===== src/rtl/g9_pkg.sv =====
// -----------------------------------------------------------------------------
// g9_pkg
// Constants shared by the G9 processor, its instruction memory and the boot
// loader: instruction width, instruction-memory depth and the loader FSM
// state encoding.
// -----------------------------------------------------------------------------
package g9_pkg;

    localparam int INSTR_W  = 32;   // instruction word / address width
    localparam int MEM_SIZE = 512;  // instruction-memory depth in words

    // Loader states. The four receiving states are numerically contiguous
    // (0..3), which keeps the byte_ready decode small.
    localparam logic [2:0] ST_LEN_HI = 3'd0;
    localparam logic [2:0] ST_LEN_LO = 3'd1;
    localparam logic [2:0] ST_DATA   = 3'd2;
    localparam logic [2:0] ST_CSUM   = 3'd3;
    localparam logic [2:0] ST_RUN    = 3'd4;
    localparam logic [2:0] ST_ERR    = 3'd5;

endpackage


===== src/rtl/boot_loader_word_assembler.sv =====
// -----------------------------------------------------------------------------
// word_assembler
// Packs four consecutive strobed bytes, MSB first, into one word. After the
// fourth byte the completed word is latched and word_valid pulses for one
// cycle.
//   clk, reset     : clock, synchronous active-high reset
//   i_byte         : stream byte
//   i_strobe       : i_byte is consumed this cycle
//   o_word         : last completed word (held between completions)
//   o_word_valid   : one-cycle pulse, o_word is new this cycle
// -----------------------------------------------------------------------------
module word_assembler #(
    parameter int WORD_W = 32
) (
    input  logic              clk,
    input  logic              reset,
    input  logic [7:0]        i_byte,
    input  logic              i_strobe,
    output logic [WORD_W-1:0] o_word,
    output logic              o_word_valid
);

    logic [1:0]        r_cnt;
    logic [WORD_W-9:0] r_shift;
    logic [WORD_W-1:0] r_word;
    logic              r_word_valid;

    always_ff @(posedge clk) begin
        if (reset) begin
            r_cnt        <= 2'd0;
            r_shift      <= '0;
            r_word       <= '0;
            r_word_valid <= 1'b0;
        end else begin
            r_word_valid <= 1'b0;
            if (i_strobe) begin
                r_cnt   <= r_cnt + 2'd1;  // wraps modulo 4
                r_shift <= {r_shift[WORD_W-17:0], i_byte};
                // Fourth byte: the earlier three sit in r_shift, this one
                // completes the word directly so no extra cycle is spent.
                if (r_cnt == 2'd3) begin
                    r_word       <= {r_shift, i_byte};
                    r_word_valid <= 1'b1;
                end
            end
        end
    end

    assign o_word       = r_word;
    assign o_word_valid = r_word_valid;

endmodule


===== src/rtl/boot_loader.sv =====
// -----------------------------------------------------------------------------
// boot_loader
// Receives a length-prefixed, XOR-checksummed byte stream and writes it into
// the G9 instruction memory, holding the processor in reset until the image
// is complete and verified.
//   clk, reset           : clock, synchronous active-high reset
//   byte_valid/byte_data : input byte stream
//   byte_ready           : a byte is accepted this cycle when valid & ready
//   imem_wea/addra/dina  : instruction-memory write port (one-cycle pulses)
//   cpu_reset            : 1 until the image has loaded and verified
//   done                 : image loaded, checksum matched
//   error                : oversize length or checksum mismatch
// -----------------------------------------------------------------------------
module boot_loader
    import g9_pkg::*;
#(
    parameter int size    = INSTR_W,
    parameter int MemSize = MEM_SIZE
) (
    input  logic            clk,
    input  logic            reset,
    input  logic            byte_valid,
    input  logic [7:0]      byte_data,
    output logic            byte_ready,
    output logic            imem_wea,
    output logic [size-1:0] imem_addra,
    output logic [size-1:0] imem_dina,
    output logic            cpu_reset,
    output logic            done,
    output logic            error
);

    localparam logic [15:0] MEM_WORDS = 16'(MemSize);

    logic [2:0]      r_state;
    logic [7:0]      r_csum;
    logic [7:0]      r_len_hi;
    logic [17:0]     r_bytes_left;
    logic [15:0]     r_word_idx;
    logic            r_cpu_reset;
    logic            r_done;
    logic            r_error;

    logic            w_accept;
    logic [15:0]     w_len;
    logic [size-1:0] w_word;
    logic            w_word_valid;

    assign byte_ready = ~reset & ((r_state == ST_LEN_HI) | (r_state == ST_LEN_LO) |
                                  (r_state == ST_DATA)   | (r_state == ST_CSUM));
    assign w_accept   = byte_valid & byte_ready;
    assign w_len      = {r_len_hi, byte_data};

    word_assembler #(.WORD_W(size)) u_word_asm (
        .clk          (clk),
        .reset        (reset),
        .i_byte       (byte_data),
        .i_strobe     (w_accept & (r_state == ST_DATA)),
        .o_word       (w_word),
        .o_word_valid (w_word_valid)
    );

    always_ff @(posedge clk) begin
        if (reset) begin
            r_state      <= ST_LEN_HI;
            r_csum       <= 8'd0;
            r_len_hi     <= 8'd0;
            r_bytes_left <= 18'd0;
            r_word_idx   <= 16'd0;
            r_cpu_reset  <= 1'b1;
            r_done       <= 1'b0;
            r_error      <= 1'b0;
        end else begin
            // Address advances after the write cycle that used it.
            if (w_word_valid) begin
                r_word_idx <= r_word_idx + 16'd1;
            end
            if (w_accept) begin
                r_csum <= r_csum ^ byte_data;
                case (r_state)
                    ST_LEN_HI: begin
                        r_len_hi <= byte_data;
                        r_state  <= ST_LEN_LO;
                    end
                    ST_LEN_LO: begin
                        if (w_len > MEM_WORDS) begin
                            r_state <= ST_ERR;
                            r_error <= 1'b1;
                        end else if (w_len == 16'd0) begin
                            r_state <= ST_CSUM;
                        end else begin
                            r_state      <= ST_DATA;
                            r_bytes_left <= {w_len, 2'b00};
                        end
                    end
                    ST_DATA: begin
                        r_bytes_left <= r_bytes_left - 18'd1;
                        if (r_bytes_left == 18'd1) begin
                            r_state <= ST_CSUM;
                        end
                    end
                    ST_CSUM: begin
                        if (byte_data == r_csum) begin
                            r_state     <= ST_RUN;
                            r_done      <= 1'b1;
                            r_cpu_reset <= 1'b0;
                        end else begin
                            r_state <= ST_ERR;
                            r_error <= 1'b1;
                        end
                    end
                    default: ;
                endcase
            end
        end
    end

    assign imem_wea   = w_word_valid;
    assign imem_addra = {{(size-16){1'b0}}, r_word_idx};
    assign imem_dina  = w_word;
    assign cpu_reset  = r_cpu_reset;
    assign done       = r_done;
    assign error      = r_error;

endmodule


===== config.mk =====
export PLATFORM = sky130hd
export DESIGN_NAME = boot_loader
export DESIGN_NICKNAME = d
export VERILOG_FILES = /design/src/rtl/g9_pkg.sv /design/src/rtl/boot_loader_word_assembler.sv /design/src/rtl/boot_loader.sv
export SDC_FILE = /design/constraint.sdc
export NUM_CORES = 1
export LEC_CHECK = 0
export ABC_AREA = 1
export BUFFER_PORTS_ARGS = -buffer_cell sky130_fd_sc_hd__buf_4
export CORE_UTILIZATION = 35
export CTS_BUF_LIST = sky130_fd_sc_hd__clkbuf_4 sky130_fd_sc_hd__clkbuf_8
export DETAILED_ROUTE_END_ITERATION = 16
export SYNTH_ARGS = -nofsm -noshare
export SYNTH_HDL_FRONTEND = slang
export SYNTH_SLANG_ARGS = --single-unit

===== constraint.sdc =====
create_clock -name clk -period 2.79 [get_ports clk]
set_clock_uncertainty 0.05 [all_clocks]
set_input_delay 0.558 -clock clk [delete_from_list [all_inputs] [get_ports clk]]
set_output_delay 0.558 -clock clk [all_outputs]
set_load 0.03 [all_outputs]

==> summary.txt, run 1 <==
Synth
  • Mapped Avg Cell Area: 6.79 sq um
  • Mapped Cells: 763
  • Part of the Yosys area used for sequential elements: 44.4%
  • Mapped Area: 5180 sq um
  • Synth unique cells: 28
  • Synth Area in Simple Gates: 31.1%
  • Xor/xnor cell area share of the yosys netlist: 1.86%
  • Compound-gate portion of the synthesized area: 12.5%
  • Cell taking the most area after synthesis: dfxtp_1
  • Mux cell area share after synthesis: 0%
  • Main area contributors after synthesis: dfxtp_1 44%, nand2_1 15%, nor2_1 11%
  • Synth warn: 0
  • Seq cells post-synth: 115
  • Largest family of logic cells by synthesized area: simple AND/OR/NAND/NOR gates
  • Post-synthesis adder-cell area fraction: 0.966%
  • Yosys top cell area share: 44.4%

Cells and area
  • Synth-to-Final Area Change: 20.1%
  • Commonest non-fill, non-tap cell in the layout: nand2_1
  • Layout cell share with drive strength beyond 1: 13.8%
  • Final Util: 43.0%
  • # diodes: 0
  • Non-Filler Instances: 1017
  • Nets: 835
  • Most frequent cells in the layout: 203 x nand2_1, 148 x nor2_1, 115 x dfxtp_1

Die
  • IO Pins: 80
  • Die Area: 15300 sq um
  • Row cnt: 44
  • Core box area: 14500 sq um
  • Die H: 124 um
  • Starting Density: 35.8%
  • Chip Width: 124 um

Drt
  • DRT Pass-1 Iters: 4
  • Via count: 4676
  • DRT Wirelength: 12.2 mm
  • Drt drc: 0
  • DR vias/cell: 4.60
  • First DRT Iteration DRCs: 312
  • Remaining antenna violation count after routing: 0
  • WL/cell: 12.0 um

Timing
  • Period utilization: 71.8%
  • Final setup violation count: 0
  • Final hold vios: 0
  • Actual transition at the worst max-transition pin: 0.535 ns
  • Hold Slack: 0.371 ns
  • Unrepaired setup endpoints after global routing: false
  • Period minus WS final: 2.00 ns
  • Setup TNS: 0 ns
  • F_max: 0.499 GHz
  • Relative slew slack: 64.3%
  • Final slew viol count: 0

Status
  • Status: completed

Global route
  • Initial antenna violation count: 0
  • First-pass GRT wire length: 19.7 mm
  • Vias in the first global route: 4020
  • Overall Global Routing Usage: 16.8%
  • GRT Residual Overflow: 0
  • Pin count of the biggest net entering global routing: 65

Clocking
  • CTS Buf Count: 17
  • Clock buffer depth: 2
  • H-tree depth: 4
  • CTS Hold Bufs: 0
  • Worst-path clk slew: 0.07 ns
  • TritonCTS clock tree: built
  • Post-CTS sizing: 0
  • Clk sinks: 115
  • Clock latency on the worst-skew pair: 0.43 ns
  • Setup bufs post-CTS: 0
  • CTS root buf: clkbuf_8

Placed design
  • Port bufs: 63
  • RePlAce Congestion: 0.789
  • Placed Cells: 985
  • Dpl hpwl: 8.13 mm

Setup path
  • Max stage delay on crit path: 0.43 ns
  • Crit path DAT: 2.26 ns
  • Worst Path Max Fanout: 17
  • R2R setup slack: 0.79 ns
  • Sum of buffers and inverters on the critical path: 1
  • Worst setup path class: reg2reg
  • Startpoint Class: flip-flop
  • Worst-path cell chain: nor2_2, nand2_2, inv_2, nand3_1, o21ai_0, a21oi_1
  • Crit. End Element: flip-flop
  • CP top delay family: simple AND/OR/NAND/NOR gates
  • Worst Path Required: 3.04 ns
  • Crit-path slowest cell: nand3_1

Run
  • Max Cap Violations: 0

Power and ir drop
  • PwrDens: 645 nW/um^2
  • Switching Share: 26.1%
  • Leakage: 2.88 nW
  • Net Switching: 0.00105 W
  • Combinational Power Share: 10.9%
  • Clk network pwr share: 46.1%
  • Maximum VDD drop: 0.430 mV
  • Power consumption: 0.00401 W
  • Reg power frac: 43.0%
  • Int Power: 0.00297 W

Min path
  • Hold crit path type: in2reg
[worst reg2reg max path, stage by stage, from the launching register on]
cell     delay (ns)
dfxtp_1        0.40
nor2_2         0.17
nand2_2        0.18
inv_2          0.26
nand3_1        0.43
o21ai_0        0.33
a21oi_1        0.06
[cells by family (layout without fill, tap and decap cells)]
kind of cell,count (synthesis),in the layout
and+or+nand+nor,400,400
AOI/OAI and AO/OA,127,127
DFF,115,115
buffers and inverters,105,160
xor gates and xnor gates,11,11
adders and majority gates,4,4
other,1,16
[power by group through the flow]
stage | sequential, W | clock, W | combinational [W]
floorplan | 0.00175 | 0 | 0.000361
global placement | 0.00176 | 0 | 0.000439
detailed placement | 0.00176 | 0 | 0.000440
CTS | 0.00172 | 0.00189 | 0.000443
global route | 0.00173 | 0.00197 | 0.000513
finish | 0.00172 | 0.00185 | 0.000439
[cell usage after synthesis, drive strengths merged]
library cell,count
nand2,205
nor2,150
dfxtp,115
a21oi,66
inv,59
o21ai,57
nand3,32
buf,24
clkbuf,22
nor3,8
xnor2,7
ha,4
xor2,4
nand4,3
o21a,3
conb,1
nand3b,1
nor4,1
o21bai,1
[layer usage]
metal  track usage (%)  vias up  share of wire (%)
met4              5.87        0                1.1
met1              21.9     2100                 50
met3              4.90       10                4.0
met2              26.2       79                 45
li1                  -     2487                  -
met5                 0        -                  0
[state kept, by name, summed over array words and instances (netlist names), 2 cells and up]
register            flops
r_state                 3
r_len_hi                8
u_word_asm.r_shift     24
r_bytes_left           18
r_csum                  8
u_word_asm.r_cnt        2
r_word_idx             16
u_word_asm.o_word      32
[per-stage QoR]
stage / area [sq um] / worst slack [ns]
floorplan: 5240 / 0.659
global placement: 5750 / 0.628
detailed placement: 5750 / 0.587
CTS: 6220 / 0.803
global route: 6220 / 0.538
finish: 6220 / 0.786
[layout make-up]
type,count,area (sq um)
fill,1522,8260
tap,184,230
sequential,115,2300
inverter,59,224
clock inverter,11,198
clock buffer,21,277
timing repair buffer,69,531
multi-input combinational,558,2460
[path summary, 6_finish.rpt]
path / cells after the start / end / startpoint
worst max-delay path: 6 / r_len_hi[1] / r_state[2]
worst min-delay path: 3 / u_word_asm.r_shift[4] / byte_data[4]
worst max register to register: 6 / r_len_hi[1] / r_state[2]
worst min register to register: 2 / r_len_hi[7] / r_len_hi[7]
(Power assumes the default switching activity.)
==> inputs of run 2 (changes only) <==
Settings changed: ABC_AREA 1 to 0.
Clock period 2.79 ns to 1.77 ns, I/O delays scaled along.
==> summary.txt, run 2 <==
Status
  • Status: complete, but fails checks
  • Failing checks: setup timing

Setup path
  • Max stage delay on crit path: 0.53 ns (+0.10 ns)
  • Worst Path Required: 2.03 ns (-1.01 ns)
  • Startpoint Class: flip-flop
  • Crit. End Element: flip-flop
  • Worst-path cell chain: or4_4, or3_4, nor3_1, a2bb2oi_2, o32ai_2
  • CP top delay family: simple AND/OR/NAND/NOR gates
  • Crit-path slowest cell: or4_4
  • Crit path DAT: 2.24 ns (-0.02 ns)
  • Worst Path Max Fanout: 8 (-9)
  • R2R setup slack: -0.21 ns (-1.00 ns)
  • Worst setup path class: reg2reg
  • Sum of buffers and inverters on the critical path: 0 (-1)

Power and ir drop
  • PwrDens: 997 nW/um^2 (+55%)
  • Leakage: 2.71 nW (-5.9%)
  • Maximum VDD drop: 0.668 mV (+55%)
  • Power consumption: 0.00683 W (+70%)

Drt
  • WL/cell: 14.9 um (+24%)
  • DR vias/cell: 5.09 (+11%)
  • Remaining antenna violation count after routing: 0 (unchanged)
  • DRT Wirelength: 13.6 mm (+12%)
  • Via count: 4669 (-0.15%)
  • First DRT Iteration DRCs: 353 (+13%)
  • Drt drc: 0 (unchanged)
  • DRT Pass-1 Iters: 5 (+1)

Synth
  • Yosys top cell area share: 45.0% (+0.58 points)
  • Main area contributors after synthesis: dfxtp_1 45%, nand2_1 11%, a21oi_1 8.5%
  • Ys async rst share: 0% (unchanged)
  • Mapped Avg Cell Area: 8.27 sq um (+22%)
  • Part of the Yosys area used for sequential elements: 45.0% (+0.58 points)
  • Ys flop type: dfxtp_1
  • Mapped Area: 5120 sq um (-1.3%)
  • Seq cells post-synth: 115 (unchanged)
  • Cell taking the most area after synthesis: dfxtp_1
  • Number of flops mapped to enable cells by yosys: 0 (unchanged)
  • Mapped Cells: 619 (-19%)
  • Count leader, synth: nand2_1
  • Synth unique cells: 54 (+93%)
  • Synth cell count leaders: 144 x nand2_1, 115 x dfxtp_1, 87 x a21oi_1
  • Synth warn: 0 (unchanged)

Cells and area
  • Commonest non-fill, non-tap cell in the layout: nand2_1
  • Layout cell share with drive strength beyond 1: 29.1% (+15 points)
  • # diodes: 0 (unchanged)
  • Final Util: 48.6% (+5.6 points)
  • Most frequent cells in the layout: 143 x nand2_1, 115 x buf_4, 110 x dfxtp_1
  • Max FFs per register: 32 (unchanged)
  • Synth-to-Final Area Change: 34.0%
  • Nets: 740 (-11%)
  • Fin area: 6850 sq um (+10%)

Global route
  • Overall Global Routing Usage: 18.9% (+2.1 points)
  • Vias in the first global route: 4580 (+14%)
  • Pin count of the biggest net entering global routing: 80 (+23%)
  • First-pass GRT wire length: 21.9 mm (+11%)
  • GRT Residual Overflow: 0 (unchanged)
  • Initial antenna violation count: 0 (unchanged)

Timing
  • Unrepaired setup endpoints after global routing: true
  • Actual transition at the worst max-transition pin: 0.871 ns (+0.336 ns)
  • Final WS setup: -0.212 ns (-0.997 ns)
  • Relative slew slack: 41.9% (-22 points)
  • Period minus WS final: 1.98 ns (-0.0226 ns)
  • Final hold vios: 0 (unchanged)
  • Hold Slack: 0.278 ns (-0.0922 ns)
  • Final setup violation count: 18 (+18)
  • F_max: 0.505 GHz (+1.1%)
  • Period utilization: 112% (+40 points)
  • Final slew viol count: 0 (unchanged)

Placed design
  • Post-place instance area: 6010 sq um (+4.6%)
  • Dpl ws: -0.600 ns (-1.19 ns)
  • Dpl hpwl: 9.21 mm (+13%)
  • Port bufs: 63 (unchanged)
  • RePlAce Congestion: 0.804 (+1.8%)

Clocking
  • TritonCTS clock tree: built
  • CTS root buf: clkbuf_8
  • H-tree depth: 4 (unchanged)
  • Clock latency on the worst-skew pair: 0.44 ns (about the same)
  • Worst-path clk slew: 0.08 ns (about the same)
  • CTS Buf Count: 17 (unchanged)
  • CTS Hold Bufs: 0 (unchanged)
  • Clock buffer depth: 2 (unchanged)
  • Clk sinks: 115 (unchanged)

Die
  • Core box area: 14100 sq um (-2.6%)
  • IO Pins: 80 (unchanged)
  • Row cnt: 43 (-2.3%)
  • Die H: 123 um (-0.63%)
  • Chip Width: 123 um (-0.63%)
  • Starting Density: 36.3% (+0.50 points)
  • Die Area: 15100 sq um (-1.3%)

Min path
  • Hold crit path type: in2reg

Run
  • Max Cap Violations: 0 (unchanged)
==> run 2: final timing paths <==
check             startpoint                to  cells after the start
min reg2reg             done              done                      2
max reg2reg  r_bytes_left[9]  r_bytes_left[13]                      5
min             byte_data[4]       r_len_hi[4]                      4
max          r_bytes_left[9]  r_bytes_left[13]                      5
==> run 2: area by class of cell <==
class	count	area [sq um]
clock buffers	19	255
clock inverters	13	251
fillers	1370	7240
inverters	14	55.1
multi-input cells	450	2710
flip-flops and latches	115	2310
well taps	180	225
repair buffers	127	1050
==> run 2: logic make-up after synthesis <==
logic type	after synthesis	share of synthesized area, %
AND/OR/NAND/NOR	263	23.4
buffers and inverters	69	7.17
AO/OA/AOI/OAI	127	16.4
flip-flops	115	45.0
XOR/XNOR	31	5.31
other	1	0.0733
multiplexers	9	1.76
adder cells (fa/ha/maj)	4	0.978
==> run 2: what timing repair did <==
item,CTS,global route
pin swaps,1,21
cloned,0,2
setup endpoints to repair,77,80
hold endpoints to repair,0,0
resized for setup,12,44
setup buffers,1,6
==> run 2: worst min-delay path: stages <==
cell and delay [ns]:
buf_4 0.08, buf_4 0.14, mux2i_1 0.08, nor2_1 0.07
==> run 2: metal layers <==
layer	global-route usage, %	vias up	wire length, um
met3	4.80	13	598
met4	7.93	0	201
li1	-	2299	-
met5	0	-	0
met2	30.6	127	6700
met1	23.8	2230	6130
==> run 2: per-stage QoR <==
stage          TNS [ns]  std cells
2_1_floorplan     -7.77        634
4_1_cts           -4.01        911
6_report          -3.01        918
3_5_place_dp     -22.21        878
5_1_grt           -4.46        918
3_3_place_gp     -19.26        878
==> run 2: power by group <==
group	leakage, nW	total (W)	internal [W]	switching, W
Combinational	1.52	0.00101	0.000425	0.000588
Clock	0.258	0.00312	0.00202	0.00110
Sequential	0.931	0.00270	0.00265	0.0000538
==> inputs of run 3 (changes only) <==
--- a/constraint.sdc
+++ b/constraint.sdc
@@ -4,2 +4,2 @@
 set_output_delay 0.354 -clock clk [all_outputs]
-set_load 0.03 [all_outputs]
+set_load 0.1 [all_outputs]
==> summary.txt, run 3 (same netlist as run 2, synthesis figures left out) <==
Timing
  • Final slew viol count: 0 (unchanged)
  • Actual transition at the worst max-transition pin: 0.560 ns (-0.311 ns)
  • Final setup violation count: 21 (+3)
  • F_max: 0.503 GHz (-0.31%)
  • Unrepaired setup endpoints after global routing: true
  • Final hold vios: 0 (unchanged)
  • Final WS setup: -0.218 ns (-0.00613 ns)
  • Relative slew slack: 62.7% (+21 points)
  • Period minus WS final: 1.99 ns (+0.00613 ns)
  • Period utilization: 112% (+0.35 points)

Setup path
  • R2R Path Start: r_len_hi[0]
  • Startpoint Class: flip-flop
  • Worst Path Max Fanout: 8 (unchanged)
  • R2R cell count: 6 (+1)
  • Crit. End Element: flip-flop
  • Worst setup path class: reg2reg
  • Worst r2r dst: r_bytes_left[16]
  • Worst Path Required: 2.02 ns (about the same)
  • Crit path DAT: 2.24 ns (about the same)
  • R2R setup slack: -0.22 ns (about the same)

Cells and area
  • Fill count: 1368 (-0.15%)
  • Layout cell share with drive strength beyond 1: 30.4% (+1.3 points)
  • Max FFs per register: 32 (unchanged)
  • # diodes: 0 (unchanged)
  • Nets: 739 (-0.14%)
  • Most frequent cells in the layout: 143 x nand2_1, 112 x buf_4, 102 x dfxtp_1
  • Synth-to-Final Area Change: 33.1%
  • Fin area: 6810 sq um (-0.62%)
  • Non-Filler Instances: 917 (-0.11%)
  • Commonest non-fill, non-tap cell in the layout: nand2_1

Min path
  • Hold crit path type: in2reg
  • Worst Hold Launch: byte_data[7]
  • Hold Path End: r_len_hi[7]
  • Hold Path Cell Cnt: 4 (unchanged)

Global route
  • Vias in the first global route: 4327 (-5.5%)
  • Initial antenna violation count: 0 (unchanged)
  • First-pass GRT wire length: 21.8 mm (-0.54%)
  • Overall Global Routing Usage: 18.9% (+0.048 points)
  • GRT Residual Overflow: 0 (unchanged)
  • Pin count of the biggest net entering global routing: 116 (+45%)

Placed design
  • Dpl ws: -0.575 ns (+0.0250 ns)
  • RePlAce Congestion: 0.854 (+6.2%)
  • Dpl hpwl: 9.16 mm (-0.54%)
  • Port bufs: 63 (unchanged)
  • Post-place instance area: 6130 sq um (+2.0%)
  • Placed Cells: 881 (+0.34%)

Power and ir drop
  • Maximum VDD drop: 0.481 mV (-28%)
  • Leakage: 2.67 nW (-1.6%)
  • PwrDens: 972 nW/um^2 (-2.5%)

Drt
  • Via count: 4607 (-1.3%)
  • Remaining antenna violation count after routing: 0 (unchanged)
  • DR vias/cell: 5.02 (-1.2%)
  • WL/cell: 14.9 um (+0.16%)
  • DRT Pass-1 Iters: 4 (-1)
  • Drt drc: 0 (unchanged)
  • DRT Wirelength: 13.6 mm (about the same)
  • First DRT Iteration DRCs: 331 (-6.2%)

Clocking
  • CTS Hold Bufs: 0 (unchanged)
  • Clk sinks: 115 (unchanged)
  • Worst-path clk slew: 0.08 ns (about the same)
  • TritonCTS clock tree: built
  • CTS Buf Count: 17 (unchanged)
  • CTS root buf: clkbuf_8
  • H-tree depth: 4 (unchanged)
  • Clock latency on the worst-skew pair: 0.44 ns (about the same)
  • Clock buffer depth: 2 (unchanged)

Run
  • Max Cap Violations: 0 (unchanged)

Die
  • Row cnt: 43 (unchanged)
  • Die Area: 15100 sq um (unchanged)
  • IO Pins: 80 (unchanged)
  • Starting Density: 36.3% (unchanged)
  • Chip Width: 123 um (unchanged)
  • Core box area: 14100 sq um (unchanged)
  • Die H: 123 um (unchanged)

Status
  • Failing checks: setup timing
  • Status: complete, but fails checks
-- run 3: changes by cell type in the layout (fill, tap and decap cells not counted), sizes merged --
cell      delta
clkinvlp     +4
clkbuf       -2
bufinv       -3
-- run 3: what timing repair did --
item	4_1_cts	5_1_grt
setup buffers	2	1
gates cloned	0	1
pin swaps	10	5
endpoints found under the hold margin	0	0
endpoints found under the setup margin	36	48
gates resized for setup	13	26
-- run 3: how the worst max path moves through the flow --
stage	cells past startpoint	endpoint	startpoint
6_report	6	r_bytes_left[16]	r_len_hi[0]
5_1_grt	7	r_bytes_left[6]	r_len_hi[2]
4_1_cts	7	r_bytes_left[6]	r_len_hi[2]
3_5_place_dp	7	r_bytes_left[16]	byte_data[4]
3_3_place_gp	7	r_bytes_left[5]	byte_data[4]
2_1_floorplan	6	r_bytes_left[5]	byte_data[4]
-- run 3: power by group --
part / leakage (nW) / switching (W) / total (W) / internal, W
clock: 0.212 / 0.00118 / 0.00277 / 0.00159
combinational: 1.52 / 0.000715 / 0.00117 / 0.000458
sequential: 0.937 / 0.0000507 / 0.00268 / 0.00263
total: 2.67 / 0.00194 / 0.00662 / 0.00468
-- run 3: cell type report --
class | instances | area (sq um) | share of cell area (%)
clock buffer | 18 | 248 | 3.64
timing repair buffer | 126 | 1060 | 15.6
sequential | 115 | 2340 | 34.3
inverter | 14 | 52.6 | 0.771
multi-input combinational | 450 | 2680 | 39.4
tap | 180 | 225 | 3.31
clock inverter | 14 | 203 | 2.98
-- run 3: critical path, stage by stage (launching register included) --
cell and delay (ns):
dfxtp_2 0.32, or3_4 0.38, or4_4 0.45, and4_4 0.20, buf_12 0.14, nor2_8 0.18
o32ai_2 0.11
-- run 3: through the flow --
stage | utilization, % | power, W | setup TNS (ns) | hold slack [ns]
after floorplan | - | 0.00347 | -8.08 | 0.382
after global placement | 43.5 | 0.00379 | -15.77 | 0.385
after detailed placement | 43.5 | 0.00379 | -16.25 | 0.389
after CTS | 47.2 | 0.00660 | -3.08 | 0.262
after global routing | 48.3 | 0.00689 | -4.43 | 0.277
final | 48.3 | 0.00662 | -3.11 | 0.291
-- run 3: per-layer routing --
layer / wire length, um / GRT usage (%) / share of wire (%)
met1: 6400 / 24.9 / 47
met2: 6260 / 29.5 / 46
met3: 732 / 4.38 / 5.4
met4: 245 / 8.31 / 1.8
met5: 0 / 0 / 0
